<file path="src/rtl/sigmoid.sv">
//------------------------------------------------------------------------------
// +----------------------------------------------------------------------------+
// | Module   : sigmoid                                                         |
// | Purpose  : Multi-cycle float32 logistic activation y = 1/(1+e^-x) using    |
// |            the PLAN piecewise-linear approximation (max abs err ~0.019).   |
// |            Activation stage of each GRU gate.                              |
// | Ports    : clk         - clock, rising edge                                |
// |            rstn        - asynchronous active-low reset                     |
// |            start       - level request, held until done is seen           |
// |            done        - result valid, held while start stays high        |
// |            mult_sum_in - float32 input x, sampled when start accepted     |
// |            neuron_out  - float32 result, held until next completion       |
// | Config   : SIGMOID_SPECIAL_EN - explicit NaN/Inf/zero-exponent handling   |
// | Revision : 1.0 - initial release                                           |
// +----------------------------------------------------------------------------+
//------------------------------------------------------------------------------
`default_nettype none

module sigmoid #(
  parameter int DATA_WIDTH = 32
) (
  input  logic                  clk,
  input  logic                  rstn,
  input  logic                  start,
  output logic                  done,
  input  logic [DATA_WIDTH-1:0] mult_sum_in,
  output logic [DATA_WIDTH-1:0] neuron_out
);

  localparam logic [2:0] c_IDLE   = 3'd0;
  localparam logic [2:0] c_UNPACK = 3'd1;
  localparam logic [2:0] c_EVAL   = 3'd2;
  localparam logic [2:0] c_PACK   = 3'd3;
  localparam logic [2:0] c_DONE   = 3'd4;

  // Breakpoints in Q4.24, segment offsets and unity in Q1.24
  localparam logic [27:0] c_A_ONE   = 28'h100_0000;  // 1.0
  localparam logic [27:0] c_A_2P375 = 28'h260_0000;  // 2.375
  localparam logic [27:0] c_A_FIVE  = 28'h500_0000;  // 5.0
  localparam logic [24:0] c_Y_ONE   = 25'h100_0000;  // 1.0
  localparam logic [24:0] c_OFS_HI  = 25'h0D8_0000;  // 0.84375
  localparam logic [24:0] c_OFS_MID = 25'h0A0_0000;  // 0.625
  localparam logic [24:0] c_OFS_LO  = 25'h080_0000;  // 0.5

  logic [2:0]            r_state;
  logic [2:0]            w_next_state;
  logic [DATA_WIDTH-1:0] r_x;
  logic                  r_s;
  logic                  r_sat;
  logic [27:0]           r_a;
  logic [24:0]           r_y;

  logic [7:0]            w_exp;
  logic [7:0]            w_shamt;
  logic [27:0]           w_a;
  logic [24:0]           w_mag;
  logic [24:0]           w_y;
  logic [4:0]            w_lead;
  logic [22:0]           w_mant;
  logic [31:0]           w_result;

  // State register
  always_ff @(posedge clk or negedge rstn) begin
    if (!rstn) r_state <= c_IDLE;
    else       r_state <= w_next_state;
  end

  // Next-state logic
  always_comb begin
    w_next_state = r_state;
    case (r_state)
      c_IDLE:   if (start) w_next_state = c_UNPACK;
      c_UNPACK: w_next_state = c_EVAL;
      c_EVAL:   w_next_state = c_PACK;
      c_PACK:   w_next_state = c_DONE;
      c_DONE:   if (!start) w_next_state = c_IDLE;
      default:  w_next_state = c_IDLE;
    endcase
  end

  // Output logic
  always_comb begin
    done = (r_state == c_DONE);
  end

  // UNPACK: |x| as Q4.24. Mantissa with hidden bit is placed at Q4.24 scale
  // for exp=129 (|x| in [4,8)) and right-shifted for smaller exponents.
  assign w_exp   = r_x[30:23];
  assign w_shamt = 8'd129 - w_exp;
  always_comb begin
    w_a = '0;
    if (w_exp >= 8'd103 && w_exp <= 8'd129)
      w_a = 28'({1'b1, r_x[22:0], 3'b000} >> w_shamt);
  end

  // EVAL: three linear segments plus saturation, mirrored for negative x
  always_comb begin
    if (r_sat || r_a >= c_A_FIVE) w_mag = c_Y_ONE;
    else if (r_a >= c_A_2P375)    w_mag = 25'(r_a >> 5) + c_OFS_HI;
    else if (r_a >= c_A_ONE)      w_mag = 25'(r_a >> 3) + c_OFS_MID;
    else                          w_mag = 25'(r_a >> 2) + c_OFS_LO;
    w_y = r_s ? (c_Y_ONE - w_mag) : w_mag;
  end

  // PACK: leading-one position p gives exponent 103+p (bit 24 is 1.0);
  // bits below the leading one become the truncated mantissa.
  always_comb begin
    w_lead = '0;
    for (int i = 0; i < 25; i++) begin
      if (r_y[i]) w_lead = i[4:0];
    end
    w_mant = 23'({r_y[23:0], 23'b0} >> w_lead);
    if (r_y == '0) w_result = 32'h0000_0000;
    else           w_result = {1'b0, 8'd103 + {3'b000, w_lead}, w_mant};
`ifdef SIGMOID_SPECIAL_EN
    if (w_exp == 8'hFF) begin
      if (r_x[22:0] != '0) w_result = 32'h7FC0_0000;
      else if (r_x[31])    w_result = 32'h0000_0000;
      else                 w_result = 32'h3F80_0000;
    end else if (w_exp == 8'h00) begin
      w_result = 32'h3F00_0000;
    end
`endif
  end

  // Datapath registers; each stage loads only in its own state so the
  // latched operand is immune to input changes after acceptance.
  always_ff @(posedge clk or negedge rstn) begin
    if (!rstn) begin
      r_x        <= '0;
      r_s        <= 1'b0;
      r_sat      <= 1'b0;
      r_a        <= '0;
      r_y        <= '0;
      neuron_out <= '0;
    end else begin
      case (r_state)
        c_IDLE:   if (start) r_x <= mult_sum_in;
        c_UNPACK: begin
          r_s   <= r_x[31];
          r_sat <= (w_exp >= 8'd130);
          r_a   <= w_a;
        end
        c_EVAL:   r_y <= w_y;
        c_PACK:   neuron_out <= w_result;
        default:  ;
      endcase
    end
  end

endmodule

`default_nettype wire

</file>
<file path="config.mk">
export PLATFORM = sky130hd
export DESIGN_NAME = sigmoid
export DESIGN_NICKNAME = d
export VERILOG_FILES = /design/src/rtl/sigmoid.sv
export SDC_FILE = /design/constraint.sdc
export NUM_CORES = 1
export LEC_CHECK = 0
export ABC_AREA = 0
export ABC_CLOCK_PERIOD_IN_PS = 4600
export BUFFER_PORTS_ARGS = -buffer_cell sky130_fd_sc_hd__clkbuf_2
export CAP_MARGIN = 25
export CORE_MARGIN = 1.5
export CORE_UTILIZATION = 55
export CTS_BUF_LIST = sky130_fd_sc_hd__clkbuf_4 sky130_fd_sc_hd__clkbuf_8
export CTS_CLUSTER_SIZE = 25
export DETAILED_ROUTE_END_ITERATION = 6
export GPL_TIMING_DRIVEN = 0
export PLACE_DENSITY_LB_ADDON = 0.25
export SYNTH_ARGS = -nofsm -noshare
export SYNTH_HDL_FRONTEND = slang
export SYNTH_SLANG_ARGS = --single-unit
</file>
<file path="constraint.sdc">
create_clock -name clk -period 4.6 [get_ports clk]
set_clock_uncertainty 0.1 [all_clocks]
set_input_delay 0.92 -clock clk [delete_from_list [all_inputs] [get_ports clk]]
set_output_delay 0.92 -clock clk [all_outputs]
set_load 0.02 [all_outputs]
</file>
### Word level (Yosys, flattened, before mapping)

Cells that the tools add are included.
W data, S select, Z words.

| word-level totals | value |
|---|---|
| bits in registers | 122 |
| input port bits | 35 |
| output and inout port bits | 33 |
| word-level logic and storage cells | 66 |

| cells by class | value |
|---|---|
| add/subtract/negate cells | 6 |
| magnitude comparators | 6 |
| eq/ne operators | 6 |
| shift operators | 2 |
| muxes and demuxes | 33 |
| reduce and logical (&&, ||, !) cells | 6 |

Operators by type and width:

| kind | number |
|---|---|
| $mux W25 | 4 |
| $mux W5 | 18 |
| $add A25 B24 Y25 const B | 2 |
| $shr A47 B5 Y23 | 1 |
| $mux W31 | 1 |
| $ge A28 B25 Y1 const B | 1 |
| $ge A28 B26 Y1 const B | 1 |
| $ge A28 B27 Y1 const B | 1 |
| $mux W28 | 1 |
| $shr A27 B8 Y28 | 1 |
| $add A23 B24 Y25 const B | 1 |
| $logic_not A25 Y1 | 1 |
| $sub A25 B25 Y25 const A | 1 |
| $mux W3 | 5 |
| $pmux W3 S5 | 1 |
| $add A7 B5 Y8 const A | 1 |
| $ge A8 B7 Y1 const B | 1 |
| $ge A8 B8 Y1 const B | 1 |
| $le A8 B8 Y1 const B | 1 |
| $sub A8 B8 Y8 const A | 1 |
| $eq A3 B2 Y1 const B | 2 |
| $mux W2 | 2 |
| $ne A2 B2 Y1 const B | 2 |
| $reduce_and A2 Y1 | 2 |
| 6 further kinds | 6 |

### Depth between registers and ports, before layout

Gate-level depths: netlist of the first run.

| logic depth | value |
|---|---|
| depth in word-level cells | 26 |
| gate-level depth with buffers | 15 |
| mapped depth without buffers | 13 |

### Worst setup path after synthesis of the first run

OpenSTA, ideal clock, no wires.

| timing | value |
|---|---|
| path kind | reg-to-reg |
| start point | register r_a[24] |
| end point | register r_y[23] |
| setup time | 0.130 ns |
| arrival | 2.984 ns |
| required time | 4.370 ns |
| setup slack | 1.387 ns |
| cell stages (with the launch flop) | 14 |
| buffers on the path | 2 |
| period minus slack after synthesis | 3.213 ns |
| cells stage by stage | dfrtp_1 > inv_1 > ha_1 > ha_1 > buf_1 > buf_1 > mux2i_1 > o211ai_1 > o211ai_1 > o21a_1 > nand2_1 > o41ai_2 > xnor2_1 > o21ai_1 |

| between the ends | value |
|---|---|
| longest elaborated chain between the ends | 6 |
| elaborated cells between the ends (all ways) | 12 |
| those cells by class | 4 x add/sub; 3 x order compare; 4 x mux; 1 x reduce/logical |

RTL lines:

| what | line | RTL |
|---|---|---|
| from (decl) | 50 | `logic [27:0] r_a;` |
| from (signal assigned) | 142 | `r_a <= w_a;` |
| $add A25 B24 Y25, or another cell as far along | 100 | `else if (r_a >= c_A_ONE) w_mag = 25'(r_a >> 3) + c_OFS_MID;` |
| $mux W25 | 100 |  |
| $mux W25 | 99 | `else if (r_a >= c_A_2P375) w_mag = 25'(r_a >> 5) + c_OFS_HI;` |
| $mux W25 (*) | 98 | `if (r_sat \|\| r_a >= c_A_FIVE) w_mag = c_Y_ONE;` |
| $sub A25 B25 Y25 | 102 | `w_y = r_s ? (c_Y_ONE - w_mag) : w_mag;` |
| $mux W25 (*) | 102 |  |
| to (signal assigned) | 144 | `c_EVAL: r_y <= w_y;` |
| to (decl) | 51 | `logic [24:0] r_y;` |

Every way passes the cells marked *; elsewhere a longest branch is shown, timed or not.
A chain may end at the register's enable or synchronous reset.

### Worst setup path after layout of the first run

| timing | value |
|---|---|
| start point | register r_x[24] |
| end point | register r_a[26] |

| between the ends | value |
|---|---|
| longest elaborated chain between the ends | 3 |
| elaborated cells between the ends (all ways) | 6 |
| those cells by class | 1 x add/sub; 2 x order compare; 1 x shift; 1 x mux; 1 x reduce/logical |

RTL lines:

| what | line | RTL |
|---|---|---|
| from (decl) | 47 | `logic [DATA_WIDTH-1:0] r_x;` |
| from (signal assigned) | 138 | `c_IDLE: if (start) r_x <= mult_sum_in;` |
| $sub A8 B8 Y8, or another cell as far along | 89 | `assign w_shamt = 8'd129 - w_exp;` |
| $shr A27 B8 Y28 / $logic_and A1 B1 Y1 (equally long branches) | 93, 92 |  |
| $mux W28 (*) | 92 | `if (w_exp >= 8'd103 && w_exp <= 8'd129)` |

Marked as above.

==> metrics.md, run 1 <==
| Metric | Value |
|---|---|
| Yosys reg bits | `120` |
| # diodes | `0` |
| Initial Util | `a little under three fifths` |
| Num ports | `68` |
| Avg Cell Area, Syn | `8.51 sq um` |
| Slew Limit Fails | `0` |
| # H-tree levels | `4` |
| Core Rows | `46` |
| Tcrit/Tclk final | `between 90% and 100%` |
| Number of buffers and inverters on the critical path | `5` |
| Routed WL | `26.5 mm` |
| CTS root buf | `clkbuf_8` |
| Min-delay worst type | `in2async` |
| Iter 0 DRT Violations | `822` |
| Top Family by Delay on Critical Path | `buffers and inverters` |
| Status | `completed` |
| Fin cells | `1360` |
| Area of the core | `15800 sq um` |
| DP Wirelength | `20.0 mm` |
| Slew HR | `38.7%` |
| Via count | `8572` |
| Area delta synth->final | `12.4%` |
| Fmax | `0.241 GHz` |
| Die W | `between 100 and 150 um` |
| MaxCap Viol Count | `0` |
| Synthesized area | `8870 sq um` |
| Tmin final | `4.15 ns` |
| Worst Path Max Fanout | `10` |
| CP max-delay cell | `nor4_1` |
| Total Die Area | `16900 sq um` |
| WL/cell | `19.5 um` |
| Worst Setup End Kind | `flop` |
| Crit path top cell by count | `clkbuf_1` |
| Height of the die | `130 um` |
| CTS Hold Buffers Added | `0` |
| Worst-Skew Late Latency | `0.46 ns` |
| First-pass iteration count of the detailed router | `7` |
| Layout net count | `1180` |
| PortBufs | `66` |
| First-pass GRT wire length | `approximately 42 mm` |
| Crit path required time | `4.89 ns` |
| Synth Instances | `1043` |
| Share of layout cells above drive strength 1 | `16.3%` |
| GP Congestion | `~1` |
| DRC Markers | `0` |
| Clock Sinks | `between 100 and 150` |
| Crit Path Class | `reg2reg` |
| Top FF cell, synth | `dfrtp_1` |
| Startpoint types | `flop` |
| CTS tree | `done` |
| Mapped Nets | `1092` |
| Unrepaired setup endpoints after global routing | `no` |
| Worst EP arrival | `4.44 ns` |
| Count of distinct cell types in the synthesized netlist | `76` |
| Cts bufs inserted | `17` |
| Post-CTS Setup Inserts | `0` |
| Inst Count DP | `1328` |
| Seq/Total Area, Yosys | `33.9%` |
| Global Route Usage Sum | `32.4%` |
| Largest net degree at the start of global routing | `between 90 and 100` |
| Gr ovfl total | `0` |
| Ys Warns | `0` |
| Clk buf depth | `2` |
| Final TNS setup | `0 ns` |
| Vias per cell | `6.30` |
| Async S/R FF share, synth | `100%` |
| Number of flops mapped to enable cells by yosys | `0` |
| ANT nets after route | `0` |
| Final hold vios | `0` |
| Worst-path clk slew | `0.08 ns` |
| CP max stage delay | `0.72 ns` |
| Vias in the first global route | `8080` |
| Resized Gates After CTS | `0` |
| CP cell instances | `clkbuf_1, inv_1, clkbuf_1, clkbuf_1, ha_1, clkbuf_1, a21o_1, a31oi_1, nor4_1, nand2_1, nor3_1, a32o_1` |
| Antenna violations before repair | `0` |
| Setup violators final | `0` |
| Slew at the pin closest to its max-slew limit | `0.911 ns` |
-- layer usage --
| layer | GRT usage, % | share of wire (%) |
|---|---|---|
| met4 | 16.9 | 4.3 |
| met2 | 53.3 | 48 |
| met1 | 41.3 | 42 |
| met5 | 0 | 0 |
| met3 | 5.04 | 6.2 |
-- sequential cells by signal, indices dropped and copies added (netlist names) --
name / flops
r_sat: 1
r_y: 25
r_s: 1
r_x: 32
neuron_out: 31
r_state: 3
r_a: 27
-- worst register-to-register path: stages (launching register included) --
cell	delay, ns
dfrtp_1	0.41
clkbuf_1	0.25
inv_1	0.13
clkbuf_1	0.36
clkbuf_1	0.50
ha_1	0.24
clkbuf_1	0.24
a21o_1	0.16
a31oi_1	0.12
nor4_1	0.72
nand2_1	0.32
nor3_1	0.33
a32o_1	0.21
-- cells in the mapped netlist, drive strengths merged, types with 12 or more instances --
master | n | area [sq um]
mux2i | 71 | 711
buf | 21 | 109
mux2 | 51 | 574
o21ai | 110 | 554
clkbuf | 55 | 206
a211oi | 13 | 97.6
nor2 | 67 | 251
nor4 | 22 | 174
o22ai | 14 | 87.6
xor2 | 12 | 105
o211ai | 24 | 180
inv | 23 | 86.3
ha | 14 | 175
a21oi | 55 | 275
nor3 | 18 | 106
nor2b | 19 | 119
dfrtp | 120 | 3000
nand2 | 164 | 616
xnor2 | 20 | 175
-- cell type report --
cell class | count | area [sq um]
timing repair buffer | 69 | 382
multi-input combinational | 824 | 5470
inverter | 23 | 86.3
clock inverter | 11 | 170
buffer | 76 | 315
fill | 1415 | 5860
clock buffer | 21 | 277
sequential | 120 | 3000
tap | 216 | 270
-- path summary, 6_finish.rpt --
| kind | slack (ns) | startpoint | depth (start not counted) | to |
|---|---|---|---|---|
| max in group asynchronous | 3.44 | rstn | 2 | r_sat$_DFFE_PN0P_ |
| hold / removal | 0.24 | rstn | 1 | neuron_out[13]$_DFFE_PN0P_ |
| min in group clk | 0.38 | neuron_out[28]$_DFFE_PN0P_ | 2 | neuron_out[28]$_DFFE_PN0P_ |
| hold reg to reg | 0.38 | neuron_out[28]$_DFFE_PN0P_ | 2 | neuron_out[28]$_DFFE_PN0P_ |
| setup reg to reg | 0.45 | r_x[24]$_DFFE_PN0P_ | 12 | r_a[26]$_DFFE_PN0P_ |
| setup / recovery | 0.45 | r_x[24]$_DFFE_PN0P_ | 12 | r_a[26]$_DFFE_PN0P_ |
-- cell usage in the layout, fill, tap and decap left out, drive strengths merged, types with 6 or more instances in the layout --
master    n
o22ai    14
a22o     11
nor4     22
a31oi     6
nand3    11
nand2b    6
a21oi    55
nor2     67
nor2b    19
o21ai   110
o31ai     7
ha       14
xor2     12
a211oi   13
xnor2    20
o221ai   11
nand2   164
o211ai   24
nor3     18
buf      23
mux2     51
dfrtp   120
mux2i    71
o21a      6
clkbuf  142
a221oi    9
inv      24
-- metrics by stage --
step / utilization [%] / worst slack, ns / area, sq um / hold slack (ns)
after CTS: 63.0 / 0.454 / 9970 / 0.236
after floorplan: - / 1.39 / 8870 / 0.351
final: 63.0 / 0.448 / 9970 / 0.238
after global placement: 59.8 / 0.499 / 9470 / 0.359
after global routing: 63.0 / 0.0781 / 9970 / 0.236
after detailed placement: 60.2 / 0.486 / 9520 / 0.367
-- cells by family (layout without fill, tap and decap cells) --
| kind of cell | Yosys count | in the layout | share of synthesized area [%] |
|---|---|---|---|
| flops | 120 | 120 | 33.9 |
| xor+xnor | 32 | 32 | 3.16 |
| simple gates | 338 | 338 | 18.1 |
| other cells | 1 | 1 | 0.0423 |
| mux | 126 | 126 | 15.5 |
| fa+ha+maj | 14 | 14 | 1.97 |
| buf+inv | 99 | 200 | 4.53 |
| compound gates | 313 | 313 | 22.8 |
Power of run 1 is not shown: default switching activity piles up to over one toggle a cycle in this logic, so the estimate is an artifact.
==> inputs of run 2 (changes only) <==
--- a/config.mk
+++ b/config.mk
@@ -6,11 +6,11 @@
 export NUM_CORES = 1
 export LEC_CHECK = 0
 export ABC_AREA = 0
-export ABC_CLOCK_PERIOD_IN_PS = 4600
+export ABC_CLOCK_PERIOD_IN_PS = 4200
 export BUFFER_PORTS_ARGS = -buffer_cell sky130_fd_sc_hd__clkbuf_2
 export CAP_MARGIN = 25
 export CORE_MARGIN = 1.5
-export CORE_UTILIZATION = 55
+export CORE_UTILIZATION = 45
 export CTS_BUF_LIST = sky130_fd_sc_hd__clkbuf_4 sky130_fd_sc_hd__clkbuf_8
 export CTS_CLUSTER_SIZE = 25
 export DETAILED_ROUTE_END_ITERATION = 6
==> constraint.sdc (replaced) <==
create_clock -name clk -period 4.2 [get_ports clk]
set_clock_uncertainty 0.1 [all_clocks]
set_input_delay 0.84 -clock clk [delete_from_list [all_inputs] [get_ports clk]]
set_output_delay 0.84 -clock clk [all_outputs]
set_load 0.02 [all_outputs]
==> run 2 against run 1 <==
Wire length up 2.7%. Critical path depth rose by 1. First-iteration DRC count shrank 14%. Hold slack lost 0.077 ns. Sequential cell count stayed put. Largest cell class unchanged. Via count is 1.3% lower. Global-route usage shrank 5.0 points. Utilization shrank 11 points. Die area increased by 22%.
==> metrics.md, run 2 (same netlist as run 1, synthesis figures left out) <==
| Metric | Value |
|---|---|
| Global Route Usage Sum | `27.4% (-5.0 points)` |
| Clk buf depth | `2 (unchanged)` |
| Register area | `3000 sq um (unchanged)` |
| MaxCap Viol Count | `0 (unchanged)` |
| Worst-Skew Late Latency | `0.46 ns (about the same)` |
| Routed WL | `27.2 mm (+2.7%)` |
| Tmin final | `3.81 ns (-0.338 ns)` |
| Core Util, Final | `51.9% (-11 points)` |
| Cts bufs inserted | `17 (unchanged)` |
| Crit path required time | `4.42 ns (-0.47 ns)` |
| Fillers | `1918 (+36%)` |
| CTS tree | `done` |
| Area delta synth->final | `13.6%` |
| CTS root buf | `clkbuf_8` |
| Worst-path clk slew | `0.08 ns (about the same)` |
| ANT nets after route | `0 (unchanged)` |
| First-pass GRT wire length | `44.0 mm (+3.7%)` |
| Area of the core | `19400 sq um (+23%)` |
| Final hold vios | `0 (unchanged)` |
| CP max-delay cell | `dfrtp_1` |
| Vias in the first global route | `8352 (+3.4%)` |
| Post-CTS Setup Inserts | `0 (unchanged)` |
| Slew HR | `43.0% (+4.3 points)` |
| CP max stage delay | `0.51 ns (-0.21 ns)` |
| Total Die Area | `20600 sq um (+22%)` |
| Iter 0 DRT Violations | `707 (-14%)` |
| CTS Hold Buffers Added | `0 (unchanged)` |
| Crit Path Class | `reg2reg` |
| Number of buffers and inverters on the critical path | `3 (-2)` |
| Startpoint types | `flop` |
| Worst Setup End Kind | `flop` |
| Status | `completed` |
| Num ports | `68 (unchanged)` |
| Die W | `143 um (+10%)` |
| Tcrit/Tclk final | `90.8% (+0.55 points)` |
| Height of the die | `143 um (+10%)` |
| Inst Count DP | `1376 (+3.6%)` |
| Via count | `8462 (-1.3%)` |
| DRC Markers | `0 (unchanged)` |
| Multi-input logic area | `5490 sq um (+0.41%)` |
| Setup violators final | `0 (unchanged)` |
| Fin cells | `1408 (+3.5%)` |
| Core Rows | `51 (+11%)` |
| Share of layout cells above drive strength 1 | `16.8% (+0.45 points)` |
| Layout net count | `1179 (-0.085%)` |
| Biggest registers after layout | `r_x (32), neuron_out (31), r_a (27)` |
| Clock Sinks | `120 (unchanged)` |
| Antenna violations before repair | `0 (unchanged)` |
| Commonest non-fill, non-tap cell in the layout | `nand2_1` |
| Top reg by flops | `r_x` |
| Unrepaired setup endpoints after global routing | `no` |
| # diodes | `0 (unchanged)` |
| Worst Path Max Fanout | `10 (unchanged)` |
| Final TNS setup | `0 ns (unchanged)` |
| Worst EP arrival | `4.04 ns (-0.40 ns)` |
| PortBufs | `66 (unchanged)` |
| CP cell instances | `inv_1, ha_1, ha_1, buf_1, clkbuf_2, mux2i_1, o211ai_1, o211ai_1, o21a_1, nand4_2, nor4_1, xor2_1, o21ai_1` |
| Top Family by Delay on Critical Path | `buffers and inverters` |
| GP Congestion | `0.959 (-3.7%)` |
| # H-tree levels | `4 (unchanged)` |
| Fmax | `0.262 GHz (+8.9%)` |
| Min-delay worst type | `in2async` |
| DP Wirelength | `20.6 mm (+3.1%)` |
| Slew at the pin closest to its max-slew limit | `0.853 ns (-0.0577 ns)` |
| Initial Util | `45.7% (-10 points)` |
| WL/cell | `19.3 um (-0.83%)` |
| Largest net degree at the start of global routing | `93 (+1.1%)` |
| First-pass iteration count of the detailed router | `6 (-1)` |
| Gr ovfl total | `0 (unchanged)` |
| Slew Limit Fails | `0 (unchanged)` |
| Max reg flops | `32 (unchanged)` |
| Most frequent cells in the layout | `nand2_1 (164), dfrtp_1 (120), o21ai_0 (100)` |
| Vias per cell | `6.01 (-4.6%)` |
[run 2: cell count changes in the layout (fill, tap and decap cells not counted), sizes merged]
| cell | before | now |
|---|---|---|
| clkinv | 3 | 5 |
| clkinvlp | 3 | 1 |
| buf | 23 | 22 |
| bufinv | 4 | 5 |
| clkbuf | 142 | 143 |
| clkdlybuf4s18 | 1 | 0 |
| inv | 24 | 23 |
[run 2: path summary, 6_finish.rpt]
check	from	to	slack, ns	cells after the start
min in group clk	neuron_out[27]$_DFFE_PN0P_	neuron_out[27]$_DFFE_PN0P_	0.38	2
setup / recovery	r_a[24]$_DFFE_PN0P_	r_y[24]$_DFFE_PN0N_	0.39	13
max in group asynchronous	rstn	r_a[25]$_DFFE_PN0P_	3.09	2
hold reg to reg	neuron_out[27]$_DFFE_PN0P_	neuron_out[27]$_DFFE_PN0P_	0.38	2
setup reg to reg	r_a[24]$_DFFE_PN0P_	r_y[24]$_DFFE_PN0N_	0.39	13
hold / removal	rstn	neuron_out[5]$_DFFE_PN0P_	0.16	1
[run 2: metal layers]
| layer | global-route usage [%] | up-vias | share of wire (%) |
|---|---|---|---|
| li1 | - | 3998 | - |
| met1 | 32.9 | 4071 | 42 |
| met2 | 47.4 | 310 | 49 |
| met3 | 4.87 | 83 | 4.7 |
| met4 | 13.0 | 0 | 3.8 |
| met5 | 0 | - | 0 |
[run 2: repair_timing]
| action | 4_1_cts | 5_1_grt |
|---|---|---|
| gates resized for setup | 1 | 5 |
| setup endpoints to repair | 1 | 18 |
| gates cloned | 0 | 0 |
[run 2: layout make-up]
type	count	area share, %
flip-flops and latches	120	29.8
clock inverters	11	1.92
clock buffers	21	2.81
inverters	23	0.857
plain buffers	76	3.15
well taps	265	3.29
repair buffers	68	3.69
multi-input cells	824	54.5
[run 2: per-stage QoR]
step,area (sq um),hold slack [ns],setup WS [ns]
5_1_grt,10100,0.158,0.0552
4_1_cts,10100,0.151,0.162
3_5_place_dp,9580,0.367,0.00814
2_1_floorplan,8870,0.351,0.987
6_report,10100,0.161,0.386
3_3_place_gp,9530,0.359,0.0689
Power of run 2 is left out for the same reason.
